===== src/rtl/huffman_stream_encoder.sv =====
// huffman_stream_encoder: packs 4-bit weight symbols into a variable-length Huffman bitstream of 32-bit words
// Ports: clk/reset (sync, active-high); in_data/in_valid/in_ready/in_last accept 8-nibble words;
// out_data/out_valid/out_ready/out_last/out_nbits present packed code words; frame_bits = last frame's bit total; busy = not idle.
module huffman_stream_encoder #(
    parameter int SYM_PER_WORD = 8
) (
    input  logic        clk,
    input  logic        reset,
    input  logic [31:0] in_data,
    input  logic        in_valid,
    output logic        in_ready,
    input  logic        in_last,
    output logic [31:0] out_data,
    output logic        out_valid,
    input  logic        out_ready,
    output logic        out_last,
    output logic [5:0]  out_nbits,
    output logic [15:0] frame_bits,
    output logic        busy
);
    localparam logic [1:0] IDLE = 2'd0, ENCODE = 2'd1, FLUSH = 2'd2;
    logic [1:0]  state;
    logic [31:0] word;
    logic        last_r;
    logic [2:0]  idx;
    logic [38:0] acc, acc_e;
    logic [5:0]  acc_cnt, cnt_e;
    logic [15:0] run_cnt;
    logic [3:0]  sym;
    logic [6:0]  code;
    logic [2:0]  len;
    logic        slot_free, emit, fin, append, last_hs;
    assign in_ready = !reset && state == IDLE;
    assign busy     = state != IDLE;
    always_comb begin
        slot_free = !out_valid || out_ready;
        emit      = slot_free && acc_cnt >= 6'd32 && (state == ENCODE || state == FLUSH);
        // the final word goes out once; afterwards we only wait for its handshake
        fin       = state == FLUSH && slot_free && acc_cnt < 6'd32 && !(out_valid && out_last);
        acc_e     = emit ? acc >> 32 : acc;
        cnt_e     = emit ? acc_cnt - 6'd32 : acc_cnt;
        sym       = word[{idx, 2'b00} +: 4];
        // codes are stored first-emitted-bit in bit 0
        code      = sym == 4'd0  ? 7'd0 :
                    sym == 4'd1  ? 7'b0000001 :
                    sym == 4'd15 ? 7'b0000011 : {sym[0], sym[1], sym[2], sym[3], 3'b111};
        len       = sym == 4'd0 ? 3'd1 : sym == 4'd1 ? 3'd2 : sym == 4'd15 ? 3'd3 : 3'd7;
        append    = state == ENCODE && cnt_e < 6'd32;
        last_hs   = state == FLUSH && out_valid && out_last && out_ready;
    end
    always_ff @(posedge clk) begin
        if (reset) begin
            state      <= IDLE;
            word       <= '0;
            last_r     <= 1'b0;
            idx        <= '0;
            acc        <= '0;
            acc_cnt    <= '0;
            run_cnt    <= '0;
            out_data   <= '0;
            out_valid  <= 1'b0;
            out_last   <= 1'b0;
            out_nbits  <= '0;
            frame_bits <= '0;
        end else begin
            if (emit || fin) begin
                out_data  <= acc[31:0];
                out_nbits <= emit ? 6'd32 : acc_cnt;
                out_last  <= fin;
                out_valid <= 1'b1;
            end else if (out_ready) begin
                out_valid <= 1'b0;
            end
            if (fin) begin
                acc     <= '0;
                acc_cnt <= '0;
            end else if (append) begin
                acc     <= acc_e | ({32'd0, code} << cnt_e);
                acc_cnt <= cnt_e + {3'd0, len};
                run_cnt <= run_cnt + {13'd0, len};
                idx     <= idx + 3'd1;
            end else begin
                acc     <= acc_e;
                acc_cnt <= cnt_e;
            end
            if (state == IDLE && in_valid) begin
                word   <= in_data;
                last_r <= in_last;
                idx    <= '0;
                state  <= ENCODE;
            end
            if (append && idx == 3'(SYM_PER_WORD - 1))
                state <= last_r ? FLUSH : IDLE;
            if (last_hs) begin
                state      <= IDLE;
                frame_bits <= run_cnt;
                run_cnt    <= '0;
            end
        end
    end
endmodule


===== config.mk =====
export PLATFORM = sky130hd
export DESIGN_NAME = huffman_stream_encoder
export DESIGN_NICKNAME = d
export VERILOG_FILES = /design/src/rtl/huffman_stream_encoder.sv
export SDC_FILE = /design/constraint.sdc
export NUM_CORES = 1
export LEC_CHECK = 0
export CORE_MARGIN = 1
export CORE_UTILIZATION = 40
export CTS_CLUSTER_DIAMETER = 150
export DETAILED_ROUTE_END_ITERATION = 16
export GPL_ROUTABILITY_DRIVEN = 1
export PLACE_DENSITY = 0.62
export SYNTH_ARGS = -nofsm -noshare
export SYNTH_HDL_FRONTEND = slang
export SYNTH_SLANG_ARGS = --single-unit
export TNS_END_PERCENT = 50

===== constraint.sdc =====
create_clock -name clk -period 3.1 [get_ports clk]
set_input_delay 0.62 -clock clk [delete_from_list [all_inputs] [get_ports clk]]
set_output_delay 0.62 -clock clk [all_outputs]
set_load 0.01 [all_outputs]

======== Word-level counts from Yosys, hierarchy flattened ========
Index checks and enable logic that the tools add are counted.
operators by class
  magnitude comparators ................... 3
  shift operators ......................... 2
  div/mod/pow operators ................... 0
  $add $sub $neg .......................... 4
  $mul .................................... 0
  bitwise logic cells ..................... 2
  reductions and logical operators ........ 28
  multiplexer cells ....................... 16
  equal/unequal tests ..................... 5
operator list
  operator             count
  $mux 39              2
  $or 39x39->39        1
  $shl 7x6->39         1
  $shiftx 32x6->4      1
  $mux 7               3
  $mux 6               3
  $add 16x3->16        1
  $logic_and 1x1->1    13
  $lt 6x6->1 const B   2
  $mux 3               3
  $add 6x3->6          1
  $ge 6x6->1 const B   1
  $mux 2               3
  $reduce_bool 2->1    3
  $reduce_or 2->1      3
  $sub 6x6->6 const B  1
  $eq 4x1->1 const B   1
  $eq 4x4->1 const B   1
  $logic_not 4->1      1
  $add 3x1->3 const B  1
  $eq 3x3->1 const B   1
  $logic_not 1->1      3
  $logic_or 1x1->1     3
  $eq 2x1->1 const B   1
  5 further kinds      6
storage, ports and cells
  memories kept ........................... 0
  logic and storage cells ................. 72
  input port bits ......................... 37
  bits in registers ....................... 155
  RAM bits ................................ 0
  ROM bits ................................ 0
  latch bits .............................. 0

======== Depth between registers and ports, before layout ========
Gate-level depths: netlist of run 1.
  depth after elaboration ................. 9
  mapped depth ............................ 14
  mapped depth without buffers ............ 13

======== Least setup slack after synthesis of run 1 ========
Ideal clock, no wire load.
  path kind ............................... input -> register
  from .................................... input out_ready
  to ...................................... register acc[10]
  arrival time ............................ 3.200 ns
  stages .................................. 11
  setup time .............................. 0.060 ns
  data required time ...................... 3.040 ns
  buffers on the path ..................... 2
  setup slack ............................. -0.159 ns
  cell sequence ........................... nand2b_1 > and3_1 > clkbuf_1 > clkinv_1 > clkbuf_1 > ha_1 > nand2b_1 > nor4_1 > nand2_1 > nor2_1 > a221o_1
on the way
  word-level cells in the longest chain between the ends .. 7
  elaborated cells on any way between the ends .. 14
  classes of those cells .................. order compare (1); shift (1); mux (3); bitwise (1); reduce/logical (8)
RTL lines
  element                                                    line    RTL
  start, declared                                            15      input logic out_ready,
  $logic_or 1x1->1 *                                         36      slot_free = !out_valid || out_ready;
  $logic_and 1x1->1 (2 in series)                            37      emit = slot_free && acc_cnt >= 6'd32 && (state == ENCODE || state == FLUSH);
  $mux 6                                                     41      cnt_e = emit ? acc_cnt - 6'd32 : acc_cnt;
  $lt 6x6->1 / $shl 7x6->39 (equally long branches)          48, 78
  $logic_and 1x1->1 / $or 39x39->39 (equally long branches)  48, 78
  $mux 39                                                    77      end else if (append) begin
  end signal, assigned                                       78      acc <= acc_e | ({32'd0, code} << cnt_e);
  end, declared                                              26      logic [38:0] acc, acc_e;
Mark *: on every way between the ends. The rest lies on a longest branch, timed or not.
A chain may end at the register's enable or synchronous reset.

======== Worst setup path after layout of run 1 ========
  from .................................... register idx[0]
  to ...................................... register run_cnt[9]
on the way
  word-level cells in the longest chain between the ends .. 6
  elaborated cells on any way between the ends .. 8
  classes of those cells .................. add/sub (1); eq/ne (2); shift (1); mux (3); reduce/logical (1)
RTL lines
  element                 line  RTL
  start, declared         25    logic [2:0] idx;
  start signal, assigned  81    idx <= idx + 3'd1;
  $shiftx 32x6->4 *       42    sym = word[{idx, 2'b00} +: 4];
  $eq 4x4->1              47    len = sym == 4'd0 ? 3'd1 : sym == 4'd1 ? 3'd2 : sym == 4'd15 ? 3'd3 : 3'd7;
  $mux 3 (2 in series)    47
  $mux 3 *                47
  $add 16x3->16 *         80    run_cnt <= run_cnt + {13'd0, len};
  end signal, assigned    80
  end, declared           28    logic [15:0] run_cnt;
Marks and branches as above.

==> summary.txt, run 1 <==
status - finished clean
via count - 6041
leakage - 3.25 nW
pin count of the biggest net entering global routing - 44
internal power - 0.00382 W
Iter 0 DRT Violations - 331
setup violators final - 0
first-pass GRT wire length - 28.8 mm
routability cong. - 0.852
Relative slew margins - 56.7%
WP data arrival - 3.36 ns
CP required - 3.45 ns
share of layout cells above drive strength 1 - 13.3%
max cap viols - 0
final WL - 17.4 mm
Mapped Area - 6710 um2
#FFs+latches synth - 155
final core utilization - 55.3%
Inst Count DP - 1116
Clock Latency Late Sink - 0.42 ns
Slew Limit Fails - 0
IO Pins - 95
Mapped Avg Cell Area - 8.33 um2
Final Non-Filler Cells - 1151
initial antenna violation count - 0
Final Hold Viols - 0
Sw Pwr - 0.00116 W
wire per inst - 15.1 um
total global-route track usage - 20.6%
Logic pwr share - 10.5%
Min Hold Slack - 0.448 ns
max frequency - 0.332 GHz
CP Launch Type - flop
P&R area growth vs syn - 32.8%
Seq pwr share - 41.9%
Clock Skew - 0.00795 ns
# DRC - 0
Initial Util - 41.6%
post-synth cell types - 63
clock root cell - clkbuf_16
Synth Net Count - 856
H-tree levels - 4
critical-path maximum fanout - 8
vias in the first global route - 5809
Post-synth EDFFs - 0
Max Root-Sink Buffers - 2
clk slew on worst S/H paths - 0.06 ns
hold buffer count at CTS - 0
Routed Antenna Nets - 0
diode count - 0
DIE WIDTH - 131 um
register area share after synthesis - 46.3%
Post-synth top flop - dfxtp_1
area of the multi-input gates - 3410 um2
peak supply drop - 0.384 mV
FF/Latch Area - 3110 um2
Critical Path End Type - flop
port bufs - 94
final worst-path cycle share - 97.2%
Clock Power Share - 47.7%
Num CTS Buffers - 17
CTS tree - built
die span in y - 131 um
overall power - 0.00498 W
P per Cell Area - 559 nW/um2
share of flip-flops with an asynchronous set or reset - 0%
fillers - 1551
die area - 17300 um2
synth warn - 0
Net Sw Frac - 23.2%
Syn Inst Count - 805
nets - 973
detailed placement HPWL - 12.1 mm
Initial DRT Pass Iterations - 5
Tmin final - 3.01 ns
measured slew at the worst slew-check pin - 0.649 ns
Min-Delay Path Class - reg2reg
vias per cell - 5.25
total gr overflow - 0
RSZ-0062 raised after global routing - yes
CTS sink count - 155
Core ar. - 16100 um2
critical path type - reg2reg
num rows - 46
==> area by class of cell <==
cell class,instances,share of cell area (%)
Multi-Input combinational cell,578,38.3
Sequential cell,155,34.9
Timing Repair Buffer,149,15.3
Clock buffer,21,5.17
Tap cell,216,3.03
Clock inverter,11,2.39
Inverter,21,0.885
==> placed cells by master (no fill, tap or decap), types with 5 or more instances in the layout <==
cell type / count
dfxtp_1: 153
nand4_1: 9
o21ai_0: 15
a21oi_1: 102
a31o_1: 5
nor2_1: 49
clkdlybuf4s50_1: 93
bufinv_16: 6
mux2i_1: 10
nand2_1: 207
xnor2_1: 8
a22oi_1: 8
nand3_1: 8
clkbuf_16: 17
a221o_1: 13
and2_1: 6
nand2b_1: 5
ha_1: 11
xor2_1: 6
inv_1: 18
buf_4: 55
o22ai_1: 5
or3_1: 5
mux4_2: 9
nor3_1: 19
==> timing repair <==
item,4_1_cts,5_1_grt
pin swaps,0,11
gates resized for setup,3,16
setup buffers,0,3
setup endpoints to repair,5,11
==> power by group through the flow <==
stage / clock [W] / sequential [W] / combinational [W]
2_1_floorplan: 0 / 0.00210 / 0.000319
3_3_place_gp: 0 / 0.00213 / 0.000494
3_5_place_dp: 0 / 0.00213 / 0.000500
4_1_cts: 0.00241 / 0.00208 / 0.000504
5_1_grt: 0.00249 / 0.00209 / 0.000571
6_report: 0.00237 / 0.00209 / 0.000520
==> path summary, 6_finish.rpt <==
| kind | from | end | slack (ns) | depth (start not counted) |
|---|---|---|---|---|
| worst max-delay path | idx[0]$_SDFFE_PP0P_ | run_cnt[9]$_SDFFE_PP0P_ | 0.09 | 11 |
| worst min-delay path | out_data[13]$_SDFFE_PP0P_ | out_data[13]$_SDFFE_PP0P_ | 0.45 | 2 |
| worst min register to register | out_data[13]$_SDFFE_PP0P_ | out_data[13]$_SDFFE_PP0P_ | 0.45 | 2 |
| worst max register to register | idx[0]$_SDFFE_PP0P_ | run_cnt[9]$_SDFFE_PP0P_ | 0.09 | 11 |
==> state kept, by name, summed over array words and instances (netlist names) <==
| name | count |
|---|---|
| run_cnt | 16 |
| frame_bits | 16 |
| idx | 3 |
| out_last | 1 |
| out_nbits | 6 |
| acc | 39 |
| state | 2 |
| acc_cnt | 6 |
| last_r | 1 |
| out_data | 32 |
| out_valid | 1 |
| word | 32 |
==> cells by family (layout without fill, tap and decap cells) <==
logic type | after synthesis | in the layout | synth area share, %
XOR/XNOR | 14 | 14 | 1.83
AO/OA/AOI/OAI | 192 | 192 | 17.9
multiplexers | 26 | 26 | 5.90
AND/OR/NAND/NOR | 332 | 332 | 21.1
buffers and inverters | 72 | 202 | 4.22
adder cells (fa/ha/maj) | 14 | 14 | 2.84
flip-flops | 155 | 155 | 46.3
==> metal layers <==
metal / track usage [%] / routed length (um) / vias to the layer above
met3: 5.05 / 587 / 12
met2: 34.2 / 8220 / 112
met4: 5.62 / 161 / 0
met1: 26.6 / 8390 / 2880
li1: - / - / 3037
met5: 0 / 0 / -
==> worst max-delay path, stage by stage, from the launching register on <==
cell and delay, ns:
dfxtp_2 0.35, buf_12 0.13, mux4_2 0.55, mux2_4 0.31, nor3_4 0.22, nor2_2 0.06, ha_1 0.35, a21o_1 0.14
nand4_1 0.18, buf_4 0.21, or3_1 0.30, a21oi_1 0.14
==> stage by stage <==
step	cell area (um2)	setup TNS (ns)	worst slack [ns]
6_report	8900	0	0.0875
5_1_grt	8900	-0.481	-0.111
4_1_cts	8820	-0.00637	-0.00637
2_1_floorplan	6720	0	0.0180
3_3_place_gp	8130	-0.106	-0.0689
3_5_place_dp	8130	-0.253	-0.120
==> cell usage after synthesis (all sizes together), types with 8 or more instances <==
| master | instances | area, um2 |
|---|---|---|
| a21oi | 104 | 521 |
| a221o | 13 | 130 |
| a22oi | 8 | 60.1 |
| buf | 12 | 56.3 |
| clkbuf | 39 | 148 |
| dfxtp | 155 | 3100 |
| ha | 12 | 150 |
| inv | 19 | 71.3 |
| mux2i | 12 | 136 |
| mux4 | 9 | 203 |
| nand2 | 207 | 777 |
| nand3 | 8 | 40.0 |
| nand4 | 10 | 68.8 |
| nor2 | 51 | 191 |
| nor3 | 24 | 131 |
| o21ai | 20 | 100 |
| xnor2 | 8 | 70.1 |
No activity file was read; power rests on OpenSTA's default activity.
==> run 2: changes to the inputs <==
--- a/config.mk
+++ b/config.mk
@@ -5,12 +5,11 @@
 export SDC_FILE = /design/constraint.sdc
 export NUM_CORES = 1
 export LEC_CHECK = 0
-export CORE_MARGIN = 1
 export CORE_UTILIZATION = 40
 export CTS_CLUSTER_DIAMETER = 150
 export DETAILED_ROUTE_END_ITERATION = 16
 export GPL_ROUTABILITY_DRIVEN = 1
-export PLACE_DENSITY = 0.62
+export PLACE_DENSITY = 0.6
 export SYNTH_ARGS = -nofsm -noshare
 export SYNTH_HDL_FRONTEND = slang
 export SYNTH_SLANG_ARGS = --single-unit
==> constraint.sdc (replaced) <==
create_clock -name clk -period 3.4 [get_ports clk]
set_input_delay 0.68 -clock clk [delete_from_list [all_inputs] [get_ports clk]]
set_output_delay 0.68 -clock clk [all_outputs]
set_load 0.01 [all_outputs]
==> summary.txt, run 2 (synthesis gave the netlist of run 1 again) <==
post-route cell area - 8590 um2 (-3.5%)
total gr overflow - 0 (unchanged)
Initial Util - 41.6% (unchanged)
Critical Path End Type - flop
RSZ-0062 raised after global routing - no
status - finished clean
die span in y - 131 um (unchanged)
wire per inst - 15.8 um (+4.5%)
crit path launch - idx[0]$_SDFFE_PP0P_
CP Depth - 11 (unchanged)
total global-route track usage - 21.5% (+0.87 points)
Final Hold Viols - 0 (unchanged)
commonest non-fill, non-tap cells in the layout - nand2_1 (207), dfxtp_1 (154), a21oi_1 (104)
critical-path cell list - buf_12, mux4_2, mux2_2, nor3_4, nor2_1, ha_1, a21o_1, nand4_1, nor3_1, xnor2_1, nor2_1
nets - 950 (-2.4%)
Relative slew margins - 29.0% (-28 points)
num rows - 46 (unchanged)
Core ar. - 16100 um2 (unchanged)
initial antenna violation count - 0 (unchanged)
Max Root-Sink Buffers - 2 (unchanged)
leakage - 3.08 nW (-5.2%)
critical path type - reg2reg
CTS tree - built
Initial DRT Pass Iterations - 4 (-1)
CTS sink count - 155 (unchanged)
diode count - 0 (unchanged)
via count - 5949 (-1.5%)
Routed Antenna Nets - 0 (unchanged)
share of layout cells above drive strength 1 - 10.1% (-3.2 points)
launching point of the worst reg2reg path - idx[0]$_SDFFE_PP0P_
detailed placement HPWL - 12.8 mm (+5.8%)
setup violators final - 0 (unchanged)
Clock Latency Late Sink - 0.44 ns (+0.02 ns)
CP Launch Type - flop
pin count of the biggest net entering global routing - 66 (+50%)
Top reg by flops - acc
port bufs - 94 (unchanged)
most common library cell in the layout ignoring fill and taps - nand2_1
clk slew on worst S/H paths - 0.06 ns (about the same)
max cap viols - 0 (unchanged)
critical-path maximum fanout - 9 (+1)
Slew Limit Fails - 0 (unchanged)
first-pass GRT wire length - 29.8 mm (+3.6%)
die area - 17300 um2 (unchanged)
Tmin final - 3.20 ns (+0.192 ns)
Iter 0 DRT Violations - 250 (-24%)
CP Capture Point - run_cnt[15]$_SDFFE_PP0P_
clock root cell - clkbuf_16
postcts setup bufs - 0 (unchanged)
# DRC - 0 (unchanged)
H-tree levels - 4 (unchanged)
IO Pins - 95 (unchanged)
worst-case reg-to-reg path depth - 11 (unchanged)
final worst-path cycle share - 94.2% (-2.9 points)
family with the most delay on the worst path - simple AND/OR/NAND/NOR gates
DIE WIDTH - 131 um (unchanged)
P&R area growth vs syn - 28.1%
routability cong. - 0.889 (+4.3%)
Clock Skew - 0.0110 ns (+0.00304 ns)
vias in the first global route - 5850 (+0.71%)
max frequency - 0.312 GHz (-6.0%)
vias per cell - 5.27 (+0.49%)
Buf/Inv on CP - 1 (-1)
biggest regs - acc x39, out_data x32, word x32
most used cell, CP - nor2_1
CP required - 3.69 ns (+0.24 ns)
Num CTS Buffers - 17 (unchanged)
reg2reg end - run_cnt[15]$_SDFFE_PP0P_
WP data arrival - 3.50 ns (+0.14 ns)
peak supply drop - 0.337 mV (-12%)
DP Area - 7970 um2 (-2.0%)
measured slew at the worst slew-check pin - 1.06 ns (+0.414 ns)
P per Cell Area - 498 nW/um2 (-11%)
Min-Delay Path Class - reg2reg
number of flip-flops in the largest register - 39 (unchanged)
max incr delay on CP - 0.56 ns (about the same)
Crit-path slowest cell - mux4_2
fillers - 1531 (-1.3%)
TNS Setup - 0 ns (unchanged)
reg2reg setup slack - 0.20 ns (+0.11 ns)
final WL - 17.8 mm (+2.4%)
run 2: cell types whose count changed in the layout (fill, tap and decap cells not counted), sizes merged:
cell      before  now
clkbuf        21   20
inv           21   22
clkinv         5    6
bufinv         6    2
buf           56   33
clkinvlp       0    3
run 2: worst min-delay path, cell delays in order (launching register included):
cell and delay, ns:
dfxtp_1 0.31, nand2_1 0.05, a21oi_1 0.05
run 2: power breakdown:
| part | internal [W] | switching (W) |
|---|---|---|
| Sequential | 0.00186 | 0.0000528 |
| Clock | 0.00114 | 0.000787 |
| Combinational | 0.000184 | 0.000250 |
run 2: timing repair:
| item | 4_1_cts | 5_1_grt |
|---|---|---|
| endpoints found under the setup margin | 0 | 10 |
| gates resized for setup | 0 | 6 |
| hold buffers | 0 | 0 |
run 2: per-stage QoR:
step           hold WS, ns  setup slack (ns)  cells  total power [W]  util, %
6_report             0.448             0.196   1128          0.00428     53.3
5_1_grt              0.467            0.0124   1128          0.00445     53.3
4_1_cts              0.453            0.0230   1128          0.00430     53.2
3_5_place_dp         0.445            0.0180   1096          0.00238     49.4
3_3_place_gp         0.439             0.174   1096          0.00237     49.4
2_1_floorplan        0.425            0.0807    805          0.00221        -
run 2: metal layers:
metal	up-vias	routed length, um	GRT usage (%)
met3	18	731	3.47
li1	2997	-	-
met4	0	310	8.85
met1	2783	8160	28.0
met2	151	8580	35.2
met5	-	0	0
run 2: cell type report:
cell class	count	area [um2]	share of cell area, %
Clock inverter	12	136	1.59
Timing Repair Buffer	126	1190	13.8
Inverter	21	78.8	0.917
Sequential cell	155	3100	36.1
Multi-Input combinational cell	578	3350	39.0
Clock buffer	20	467	5.43
Tap cell	216	270	3.15
run 2: worst min path at each step:
stage | startpoint | to | cells past startpoint
6_report | out_data[12]$_SDFFE_PP0P_ | out_data[12]$_SDFFE_PP0P_ | 2
5_1_grt | out_data[15]$_SDFFE_PP0P_ | out_data[15]$_SDFFE_PP0P_ | 2
4_1_cts | out_data[27]$_SDFFE_PP0P_ | out_data[27]$_SDFFE_PP0P_ | 2
3_5_place_dp | out_data[15]$_SDFFE_PP0P_ | out_data[15]$_SDFFE_PP0P_ | 2
3_3_place_gp | out_data[20]$_SDFFE_PP0P_ | out_data[20]$_SDFFE_PP0P_ | 2
2_1_floorplan | acc[33]$_SDFF_PP0_ | acc[33]$_SDFF_PP0_ | 2
